## src/rtl/freq_div_controller_pkg.sv

```systemverilog
// freq_div_controller_pkg: shared widths, reset constants, code limits, FSM states and code-step helper
package freq_div_controller_pkg;
    localparam int CODE_W = 3;
    localparam int DIV_W  = 7;
    localparam logic [CODE_W-1:0] RESET_CODE = 3'd0;
    localparam logic [DIV_W-1:0]  RESET_DIV  = 7'd79;
    localparam logic [CODE_W-1:0] CODE_MIN   = 3'd0;
    localparam logic [CODE_W-1:0] CODE_MAX   = 3'd7;

    typedef enum logic [1:0] {IDLE, SETTLE, ARMED} state_t;

    // LOAD beats UP beats DOWN; UP with DOWN (no LOAD) leaves the code alone.
    function automatic logic [CODE_W-1:0] next_code(
        input logic [CODE_W-1:0] cur,
        input logic              up,
        input logic              down,
        input logic              load,
        input logic [CODE_W-1:0] load_code
    );
        return load ? load_code
             : (up && !down) ? (cur == CODE_MAX ? cur : cur + 1'b1)
             : (down && !up) ? (cur == CODE_MIN ? cur : cur - 1'b1)
             : cur;
    endfunction
endpackage

```

## src/rtl/freq_div_controller_half_period_counter.sv

```systemverilog
// half_period_counter: divide counter producing clk_out/clk_en, with run gating and divide-constant load
// Ports: clk, rst_n (async, active-low), run (count enable), load (take div_new now),
//        div_new (new divide constant), boundary (falling-toggle edge is next),
//        clk_out (divided square wave), clk_en (pulse on each rising toggle)
module half_period_counter
    import freq_div_controller_pkg::*;
(
    input  logic             clk,
    input  logic             rst_n,
    input  logic             run,
    input  logic             load,
    input  logic [DIV_W-1:0] div_new,
    output logic             boundary,
    output logic             clk_out,
    output logic             clk_en
);
    logic [DIV_W-1:0] cnt;
    logic [DIV_W-1:0] div_active;
    logic             terminal;

    assign terminal = cnt == div_active;
    assign boundary = run && terminal && clk_out;

    always_ff @(posedge clk or negedge rst_n) begin
        if (!rst_n) begin
            div_active <= RESET_DIV;
            cnt        <= '0;
            clk_out    <= 1'b0;
            clk_en     <= 1'b0;
        end else if (load) begin
            // restart a fresh low phase with the new constant
            div_active <= div_new;
            cnt        <= '0;
            clk_out    <= 1'b0;
            clk_en     <= 1'b0;
        end else if (!run) begin
            cnt     <= '0;
            clk_out <= 1'b0;
            clk_en  <= 1'b0;
        end else begin
            cnt     <= terminal ? '0 : cnt + 1'b1;
            clk_out <= clk_out ^ terminal;
            clk_en  <= terminal && !clk_out;
        end
    end
endmodule

```

## src/rtl/freq_div_controller.sv

```systemverilog
// freq_div_controller: frequency-code register with glitch-free divide-constant switching
// Ports: clk, rst_n (async, active-low), run, up/down/load (one-cycle requests), load_code,
//        div_in (decoded constant for frec), frec (code to decoder), clk_out, clk_en,
//        busy (change pending), chg_done (pulse when new constant takes effect)
module freq_div_controller
    import freq_div_controller_pkg::*;
(
    input  logic              clk,
    input  logic              rst_n,
    input  logic              run,
    input  logic              up,
    input  logic              down,
    input  logic              load,
    input  logic [CODE_W-1:0] load_code,
    input  logic [DIV_W-1:0]  div_in,
    output logic [CODE_W-1:0] frec,
    output logic              clk_out,
    output logic              clk_en,
    output logic              busy,
    output logic              chg_done
);
    state_t state, state_next;
    logic   accept, apply, boundary;

    assign accept = load || (up != down);
    assign busy   = state != IDLE;

    // SETTLE gives div_in one full cycle to follow frec; a newer request restarts it.
    always_comb begin
        apply      = 1'b0;
        state_next = state;
        apply      = state == ARMED && !accept && (boundary || !run);
        state_next = accept ? SETTLE : state == SETTLE ? ARMED : apply ? IDLE : state;
    end

    always_ff @(posedge clk or negedge rst_n) begin
        if (!rst_n) begin
            state    <= IDLE;
            frec     <= RESET_CODE;
            chg_done <= 1'b0;
        end else begin
            state    <= state_next;
            frec     <= next_code(frec, up, down, load, load_code);
            chg_done <= apply;
        end
    end

    half_period_counter u_cnt (
        .clk      (clk),
        .rst_n    (rst_n),
        .run      (run),
        .load     (apply),
        .div_new  (div_in),
        .boundary (boundary),
        .clk_out  (clk_out),
        .clk_en   (clk_en)
    );
endmodule

```

## config.mk

```make
export PLATFORM = sky130hd
export DESIGN_NAME = freq_div_controller
export DESIGN_NICKNAME = d
export VERILOG_FILES = /design/src/rtl/freq_div_controller_pkg.sv /design/src/rtl/freq_div_controller_half_period_counter.sv /design/src/rtl/freq_div_controller.sv
export SDC_FILE = /design/constraint.sdc
export NUM_CORES = 1
export LEC_CHECK = 0
export BUFFER_PORTS_ARGS = -buffer_cell sky130_fd_sc_hd__buf_2
export CAP_MARGIN = 5
export CORE_ASPECT_RATIO = 1.4
export CORE_MARGIN = 8
export CORE_UTILIZATION = 45
export DETAILED_ROUTE_END_ITERATION = 8
export PLACE_DENSITY = 0.74
export REMOVE_ABC_BUFFERS = 1
export SLEW_MARGIN = 20
export SYNTH_ARGS = -nofsm -noshare
export SYNTH_HDL_FRONTEND = slang
export SYNTH_HIERARCHICAL = 1
export SYNTH_SLANG_ARGS = --single-unit
```

## constraint.sdc

```tcl
create_clock -name clk -period 5.1 [get_ports clk]
set_input_delay 0.51 -clock clk [delete_from_list [all_inputs] [get_ports clk]]
set_output_delay 0.51 -clock clk [all_outputs]
set_load 0.02 [all_outputs]
```

== Word-level counts from Yosys, hierarchy flattened ==
Cells that the tools add are included.

* Output and inout port bits: 7
* Register bits: 22
* Input bits: 16
* Logic and storage cells: 52
* Memory bits (writable): 0
* Bits in latches: 0
* Memories: 0
* Bits in read-only memories: 0

* Reductions and logical operators: 19
* Multiplexer cells: 15
* Div/mod/pow operators: 0
* Multipliers: 0
* Bitwise gates (word level): 1
* Equality and inequality tests: 7
* Order comparisons: 0
* Shifts and indexed selects: 0
* $add $sub $neg: 3

{| class="wikitable"
|+ Operators with widths
! cell !! number
|-
| $mux 7 || 3
|-
| $mux 3 || 5
|-
| $add 7x1->7 const B || 1
|-
| $eq 7x7->1 || 1
|-
| $logic_and 1x1->1 || 7
|-
| $mux 2 || 3
|-
| $ne 3x3->1 const B || 2
|-
| $reduce_bool 3->1 || 2
|-
| $logic_not 1->1 || 5
|-
| $mux 1 || 4
|-
| $add 3x1->3 const B || 1
|-
| $eq 3x3->1 const B || 1
|-
| $logic_not 3->1 || 1
|-
| $reduce_and 3->1 || 1
|-
| $sub 3x1->3 const B || 1
|-
| $eq 2x1->1 const B || 1
|-
| $eq 2x2->1 const B || 1
|-
| $logic_or 1x1->1 || 2
|-
| $reduce_bool 2->1 || 1
|-
| $ne 1x1->1 || 1
|-
| $xor 1x1->1 || 1
|}

== Depth between registers and ports, before layout ==
Gate-level depths: netlist (run 1).

* Depth after elaboration: 8
* Gate-level depth with buffers: 10
* Gate-level depth less buffers: 8

== Hierarchy ==
Netlist (run 1), hierarchy kept.

{| class="wikitable"
|+ Modules (own cells, without submodules)
! module !! cells each !! times used !! area each (um^2) !! sequential area each (um^2)
|-
| half_period_counter || 65 || 1 || 818.3 || 406.6
|-
| freq_div_controller || 37 || 1 || 394.1 || 150.1
|}

== Worst setup path before layout (run 1) ==
OpenSTA, ideal clock, no wires.

* Kind: register to register
* From: reg u_cnt.div_active[6]
* To: reg u_cnt.cnt[5]
* Data required time: 4,958 ps
* Cell stages (with the launch flop): 10
* Setup slack: 2,734 ps
* Arrival: 2,224 ps
* Buffers on the path: 1
* Clock period less this slack: 2,366 ps
* Library setup time: 142 ps
* Cells stage by stage: dfstp_2 > xor2_2 > nor4_4 > and4_1 > nor2b_1 > nor4b_1 > buf_2 > nand2b_1 > a2111o_1 > a21oi_1

* Word-level cells in the longest chain between the ends: 6
* Elaborated cells on any way between the ends: 8
* Classes of those cells: eq/ne (1); mux (3); reduce/logical (4)

{| class="wikitable"
|+ RTL lines
! item !! line !! text
|-
| from (decl) || freq_div_controller_half_period_counter.sv:18 || <nowiki>logic [DIV_W-1:0] div_active;</nowiki>
|-
| from (signal assigned) || freq_div_controller_half_period_counter.sv:32 || <nowiki>div_active <= div_new;</nowiki>
|-
| $eq 7x7->1 || freq_div_controller_half_period_counter.sv:21 || <nowiki>assign terminal = cnt == div_active;</nowiki>
|-
| $logic_and 1x1->1 (2 in series) || freq_div_controller_half_period_counter.sv:22 || <nowiki>assign boundary = run && terminal && clk_out;</nowiki>
|-
| named net boundary || freq_div_controller.sv:23 || <nowiki>logic accept, apply, boundary;</nowiki>
|-
| $logic_or 1x1->1 || freq_div_controller.sv:32 || <nowiki>apply = state == ARMED && !accept && (boundary || !run);</nowiki>
|-
| $logic_and 1x1->1 || freq_div_controller.sv:32 ||
|-
| named net apply || freq_div_controller.sv:23 ||
|-
| $mux 7 || freq_div_controller_half_period_counter.sv:30 || <nowiki>end else if (load) begin</nowiki>
|-
| to (signal assigned) || freq_div_controller_half_period_counter.sv:41 || <nowiki>cnt <= terminal ? '0 : cnt + 1'b1;</nowiki>
|-
| to (decl) || freq_div_controller_half_period_counter.sv:17 || <nowiki>logic [DIV_W-1:0] cnt;</nowiki>
|}

The timed path passes the listed nets, and every way through them passes these cells.
A chain may end at the register's enable or synchronous reset.

== Worst setup path after layout (run 1) ==
* From: reg u_cnt.cnt[3]
* To: reg u_cnt.cnt[6]

* Word-level cells in the longest chain between the ends: 6
* Elaborated cells on any way between the ends: 9
* Classes of those cells: add/sub (1); eq/ne (1); mux (3); reduce/logical (4)

{| class="wikitable"
|+ RTL lines
! item !! line
|-
| $eq 7x7->1 || freq_div_controller_half_period_counter.sv:21
|-
| $logic_and 1x1->1 (2 in series) || freq_div_controller_half_period_counter.sv:22
|-
| named net boundary || freq_div_controller.sv:23
|-
| $logic_or 1x1->1 || freq_div_controller.sv:32
|-
| $logic_and 1x1->1 || freq_div_controller.sv:32
|-
| named net apply || freq_div_controller.sv:23
|-
| $mux 7 || freq_div_controller_half_period_counter.sv:30
|}

The timed path passes the listed nets, and every way through them passes these cells.

==> key figures, run 1 <==
Synth
  • EDFF count, synth: 0
  • Post-Synthesis Cell Area: 1210 um2
  • Sequential share of the synthesized area: between 40% and 50%
  • Post-synthesis sequential element count: 22
  • Post-synth cell types: 35
  • Post-synthesis cell count: 102
  • Post-synth top flop: dfrtp_1
  • Synthesized area per cell: between 10 and 15 um2
  • Asr flop ratio synth: 100%
  • Number of synthesis warnings: 6

Power
  • Final Power: 537 uW
  • Power per cell area: 385 nW/um2
  • VDD IR max: approximately 0.00018 V
  • Leakage: about 0.67 nW

Setup path
  • Arrival time at the worst endpoint: between 3000 and 4000 ps
  • Req. time, crit path: between 5000 and 6000 ps
  • Worst r2r src: u_cnt/cnt[3]
  • Reg2reg setup slack: approximately 2100 ps
  • Critical Path End Type: flip-flop
  • Critical Path End: u_cnt/cnt[6]
  • Critical Path Start: u_cnt/cnt[3]
  • CP max stage cell: nor4b_2
  • Crit path kind: flip-flop to flip-flop
  • Cell Chain, Critical Path: xor2_1, nor3_2, and4_1, nor2b_1, nor4b_2, nand2b_1, a2111o_1, a21oi_1
  • Slowest stage delay, CP: roughly 870 ps
  • CP startpoint kind: flip-flop
  • R2R depth: 8
  • Crit Reg-Reg Endpoint: u_cnt/cnt[6]
  • Crit-path max FO: 10

Clock network
  • Total CTS buffers: 3
  • Setup bufs post-CTS: 0
  • CTS sink count: 22
  • CTS tree: yes
  • H-tree levels: 1
  • Cts hold-fix bufs: 0
  • Clock slew at reported path FFs: between 100 and 150 ps
  • CTS Buffer Depth: 2
  • Worst-Skew Late Latency: 310 ps
  • Post-CTS sizing: 0
  • CTS root buf: clkbuf_4

Timing
  • Highest Clock Rate: roughly 330 MHz
  • Slew headroom: around 32%
  • Final Critical Period: 3010 ps
  • Setup_tns: 0 ps
  • Endpoints failing hold: 0
  • Pins Over Slew Limit: 0
  • Final period util: ~60%
  • Final Skew: 7.26 ps
  • # setup viols final: 0
  • RSZ-0062 raised after global routing: no
  • Worst Tran Pin Value: between 1000 and 1500 ps

Cells and area
  • Most frequent cells in the layout: buf_2, dfrtp_1, xor2_1, mux2_2, a21oi_1
  • Area grow syn2layout: 15.0%
  • Commonest non-fill, non-tap cell in the layout: buf_2
  • Share of layout cells above drive strength 1: about two fifths
  • Final-stage net count: about 150
  • FILL cells: approximately 250
  • ANT cells: 0
  • Finished Core Util: 53.9%

Place
  • Port Buffer Count: 22
  • Placer Congestion: 0.921
  • Hpwl dp: 1690 um

Floorplanning
  • Row count: 22
  • Io pins: 23
  • Core area: between 2000 and 3000 um2
  • Initial Utilization: 46.9%
  • Die Width: 59.9 um
  • Die span in y: between 70 and 80 um
  • Die area: between 4000 and 5000 um2

Global route
  • Vias in the first global route: 890
  • GRT Total Usage: about a tenth
  • Total congestion overflow: 0
  • First-pass GRT wire length: about 3900 um
  • Initial antenna violation count: 0
  • Largest net degree at the start of global routing: 23

Detailed routing
  • Vias/cell: a little over 5
  • DR DRC count: 0
  • DR WL/cell: between 10 and 15 um
  • Drt pass-1 iters: 5
  • Drt total wl: 2190 um
  • Initial DRC Count: 22
  • Via count: 827
  • Antenna Nets Post-Route: 0

Status
  • Status: completed

Worst hold path
  • Worst hold-check path type: primary input to asynchronous set/reset pin

Flow run
  • Max Cap Viol: 0
area by class of cell:
type,instances,area [um2],area share (%)
multi-input combinational,74,631,45.2
sequential,22,557,39.9
timing repair buffer,22,110,7.90
tap,36,45.0,3.23
clock buffer,4,36.3,2.60
inverter,4,15.0,1.08
worst max-delay path: cells and delay by family (launching register included):
kind | cells | cell delay, ps
xor+xnor | 1 | 200
compound gates | 2 | 170
simple gates | 5 | 2030
flops | 1 | 480
worst min-delay path by stage:
stage / start / endpoint / slack (ps) / depth (start not counted)
final: rst_n / u_cnt/div_active[5] / 130 / 1
after global routing: rst_n / u_cnt/div_active[5] / 170 / 1
after CTS: rst_n / u_cnt/div_active[5] / 140 / 1
after detailed placement: rst_n / u_cnt/div_active[4] / 500 / 1
after global placement: rst_n / u_cnt/div_active[4] / 490 / 1
after floorplan: rst_n / chg_done / 210 / 0
cell families (layout without fill, tap and decap cells):
family	count (synthesis)	count (layout)	synth area share, %
flops	22	22	45.9
compound gates	18	18	10.2
mux	11	11	10.0
fa+ha+maj	6	6	6.19
simple gates	25	25	14.3
xor+xnor	14	14	10.7
buf+inv	6	30	2.58
cells in the mapped netlist (all sizes together), types with 3 or more instances:
master	n	share of area (%)
and3	3	1.7
a211oi	4	2.5
a21oi	7	2.9
xor2	10	7.8
inv	4	1.2
dfstp	5	11
ha	6	6.2
nor2	5	2.2
mux2	9	8.4
xnor2	4	2.9
dfrtp	17	35
metal layers:
layer	vias to the layer above	share of wire, %	global-route usage [%]
li1	410	-	-
met1	388	42	11.7
met2	22	50	17.7
met3	7	4.7	1.98
met4	0	3.3	6.95
met5	-	0	0
flip-flops by register name, indices dropped and copies added, names as in the netlist:
name              flops
u_cnt/cnt             7
frec                  3
u_cnt/clk_out         1
u_cnt/div_active      7
chg_done              1
state                 2
u_cnt/clk_en          1
where the power goes:
group,switching (mW),internal (mW)
sequential,0.0364,0.212
combinational,0.108,0.0844
clock,0.0522,0.0437
per-stage QoR:
step	std cells	area [um2]	hold slack (ps)	setup WS, ps
after floorplan	100	1200	214	2130
after global routing	162	1390	169	1810
after detailed placement	158	1360	498	2090
final	162	1390	126	2090
after CTS	162	1390	143	2070
after global placement	158	1360	492	2170
Note: power is estimated with default switching activity, not from simulation.
==> run 2, diff against run 1 <==
==> constraint.sdc (replaced) <==
create_clock -name clk -period 2.9 [get_ports clk]
set_input_delay 0.29 -clock clk [delete_from_list [all_inputs] [get_ports clk]]
set_output_delay 0.29 -clock clk [all_outputs]
set_load 0.02 [all_outputs]
==> run 2 against run 1 <==
  * Die area stayed put
  * Clock skew increased by 0.84 ps
  * Non-clock buffer count grew 4
  * Power grew 77%
  * Core utilization is 0.87 points higher
  * Register-to-register slack worse by 1500 ps
  * Routed wire length up 2.1%
  * Sequential share of layout area is 0.64 points lower
  * Hold slack improved by 86 ps
  * Sequential power increased by 77%
  * Critical endpoint is now u_cnt/cnt[5]
  * Global-route usage fell by 0.32 points
  * Flip-flop and latch count unchanged
==> key figures, run 2 (synthesis results as in run 1) <==
Status
  • Status: completed

Detailed routing
  • Vias/cell: 5.22 (+2.3%)
  • Met3 WL: 104 um (+2.0%)
  • Highest routed metal layer: met4
  • Via count: 867 (+4.8%)
  • DR DRC count: 0 (unchanged)
  • DR WL/cell: 13.5 um (-0.31%)
  • Drt pass-1 iters: 4 (-1)
  • Metal1 wirelength: 874 um (-4.6%)
  • Antenna Nets Post-Route: 0 (unchanged)
  • Met2 wire len: 1200 um (+9.1%)
  • Initial DRC Count: 11 (-50%)
  • Drt total wl: 2240 um (+2.1%)

Clock network
  • Setup bufs post-CTS: 0 (unchanged)
  • CTS root buf: clkbuf_4
  • Worst-Skew Late Latency: 300 ps (about the same)
  • CTS sink count: 22 (unchanged)
  • H-tree levels: 1 (unchanged)
  • CTS Buffer Depth: 2 (unchanged)
  • CTS tree: yes
  • Clock slew at reported path FFs: 110 ps (about the same)
  • Total CTS buffers: 3 (unchanged)

Flow run
  • Max Cap Viol: 0 (unchanged)

Timing
  • Final Skew: 8.10 ps (+0.844 ps)
  • Fin worst setup slack: 575 ps (-1510 ps)
  • RSZ-0062 raised after global routing: no
  • Final Critical Period: 2320 ps (-686 ps)
  • Endpoints failing hold: 0 (unchanged)
  • Worst Tran Pin Value: 461 ps (-551 ps)
  • Pins Over Slew Limit: 0 (unchanged)
  • Final period util: 80.2% (+21 points)
  • Slew headroom: 69.3% (+37 points)
  • Highest Clock Rate: 430 MHz (+30%)
  • WHS: 212 ps (+86.0 ps)
  • # setup viols final: 0 (unchanged)

Setup path
  • Crit-path max FO: 10 (unchanged)
  • Reg2reg setup slack: 580 ps (-1510 ps)
  • Most frequent cell on the critical path: buf_4
  • Slowest stage delay, CP: 550 ps (-320 ps)
  • Crit path kind: flip-flop to flip-flop
  • Critical Path End Type: flip-flop
  • Cell Chain, Critical Path: xor2_1, nor3_2, buf_4, and4_1, nor2b_1, nor4b_2, buf_4, nand2b_1, a2111o_1, a21oi_1
  • CP max stage cell: dfstp_2
  • CP startpoint kind: flip-flop
  • Req. time, crit path: 3130 ps (-2150 ps)
  • Arrival time at the worst endpoint: 2550 ps (-640 ps)

Place
  • Dpl ws: 595 ps (-1490 ps)
  • Placed Cells: 161 (+1.9%)
  • Port Buffer Count: 22 (unchanged)
  • Placer Congestion: 0.901 (-2.2%)
  • Hpwl dp: 1760 um (+3.9%)
  • Area after DPL: 1380 um2 (+1.7%)

Floorplanning
  • Initial Utilization: 46.9% (unchanged)
  • Core area: 2590 um2 (unchanged)
  • Io pins: 23 (unchanged)
  • Die area: 4630 um2 (unchanged)
  • Die span in y: 77.4 um (unchanged)
  • Die Width: 59.9 um (unchanged)
  • Row count: 22 (unchanged)

Cells and area
  • Area grow syn2layout: 16.8%
  • Share of layout cells above drive strength 1: 38.5% (+0.37 points)
  • Biggest regs: u_cnt/cnt (7), u_cnt/div_active (7), frec (3)
  • Most frequent cells in the layout: buf_2, dfrtp_1, xor2_1, mux2_2, a21oi_1
  • Final Instance Area: 1420 um2 (+1.6%)
  • Commonest non-fill, non-tap cell in the layout: buf_2
  • ANT cells: 0 (unchanged)
  • Final-stage net count: 153 (+2.7%)
  • Fin cells: 166 (+2.5%)

Global route
  • Initial antenna violation count: 0 (unchanged)
  • Vias in the first global route: 894 (+0.45%)
  • Largest net degree at the start of global routing: 23 (unchanged)
  • Total congestion overflow: 0 (unchanged)
  • First-pass GRT wire length: 3720 um (-4.6%)
  • GRT Total Usage: 10.3% (-0.32 points)

Worst hold path
  • Worst hold-check path type: primary input to flip-flop

Power
  • Leakage: 0.686 nW (+2.0%)
  • VDD IR max: 0.000448 V (+140%)
  • Final Power: 951 uW (+77%)
  • Power per cell area: 671 nW/um2 (+74%)
## run 2: cell types whose count changed in the layout (fill, tap and decap cells not counted), sizes merged
cell	previous run	this run
dlygate4sd3	0	1
buf	22	25
## run 2: what timing repair did
action | 4_1_cts | 5_1_grt
hold buffers | 1 | 0
resized for setup | 0 | 0
endpoints found under the hold margin | 17 | 0
## run 2: power by group
group          internal (mW)  switching [mW]
sequential             0.373          0.0652
clock                 0.0536          0.0828
combinational          0.176           0.200
## run 2: per-layer routing
layer / GRT usage, % / vias up
li1: - / 420
met1: 9.91 / 422
met2: 18.7 / 19
met3: 2.48 / 6
met4: 5.76 / 0
met5: 0 / -
## run 2: area by class of cell
| class | instances | area (um2) |
|---|---|---|
| multi-input cells | 74 | 631 |
| clock buffers | 4 | 26.3 |
| flip-flops and latches | 22 | 557 |
| repair buffers | 26 | 143 |
| fillers | 241 | 1170 |
| well taps | 36 | 45.0 |
| inverters | 4 | 15.0 |
## run 2: worst paths after layout
kind,from,end,cells past startpoint
hold / removal,div_in[3],u_cnt/div_active[3],2
max in group asynchronous,rst_n,u_cnt/div_active[0],2
min in group asynchronous,rst_n,u_cnt/cnt[6],2
hold reg to reg,state[1],state[0],1
setup reg to reg,u_cnt/div_active[3],u_cnt/cnt[5],10
setup / recovery,u_cnt/div_active[3],u_cnt/cnt[5],10
## run 2: worst max-delay path, delay by kind of cell (launching register included)
kind            cells  cell delay, ps
simple gates        5             730
flops               1             550
compound gates      2             450
buf+inv             2             330
xor+xnor            1             170
## run 2: metrics by stage
step	util (%)	setup TNS [ps]
final	54.7	0
after global routing	54.7	0
after CTS	54.7	0
after detailed placement	53.3	0
after global placement	53.3	0
after floorplan	-	-144
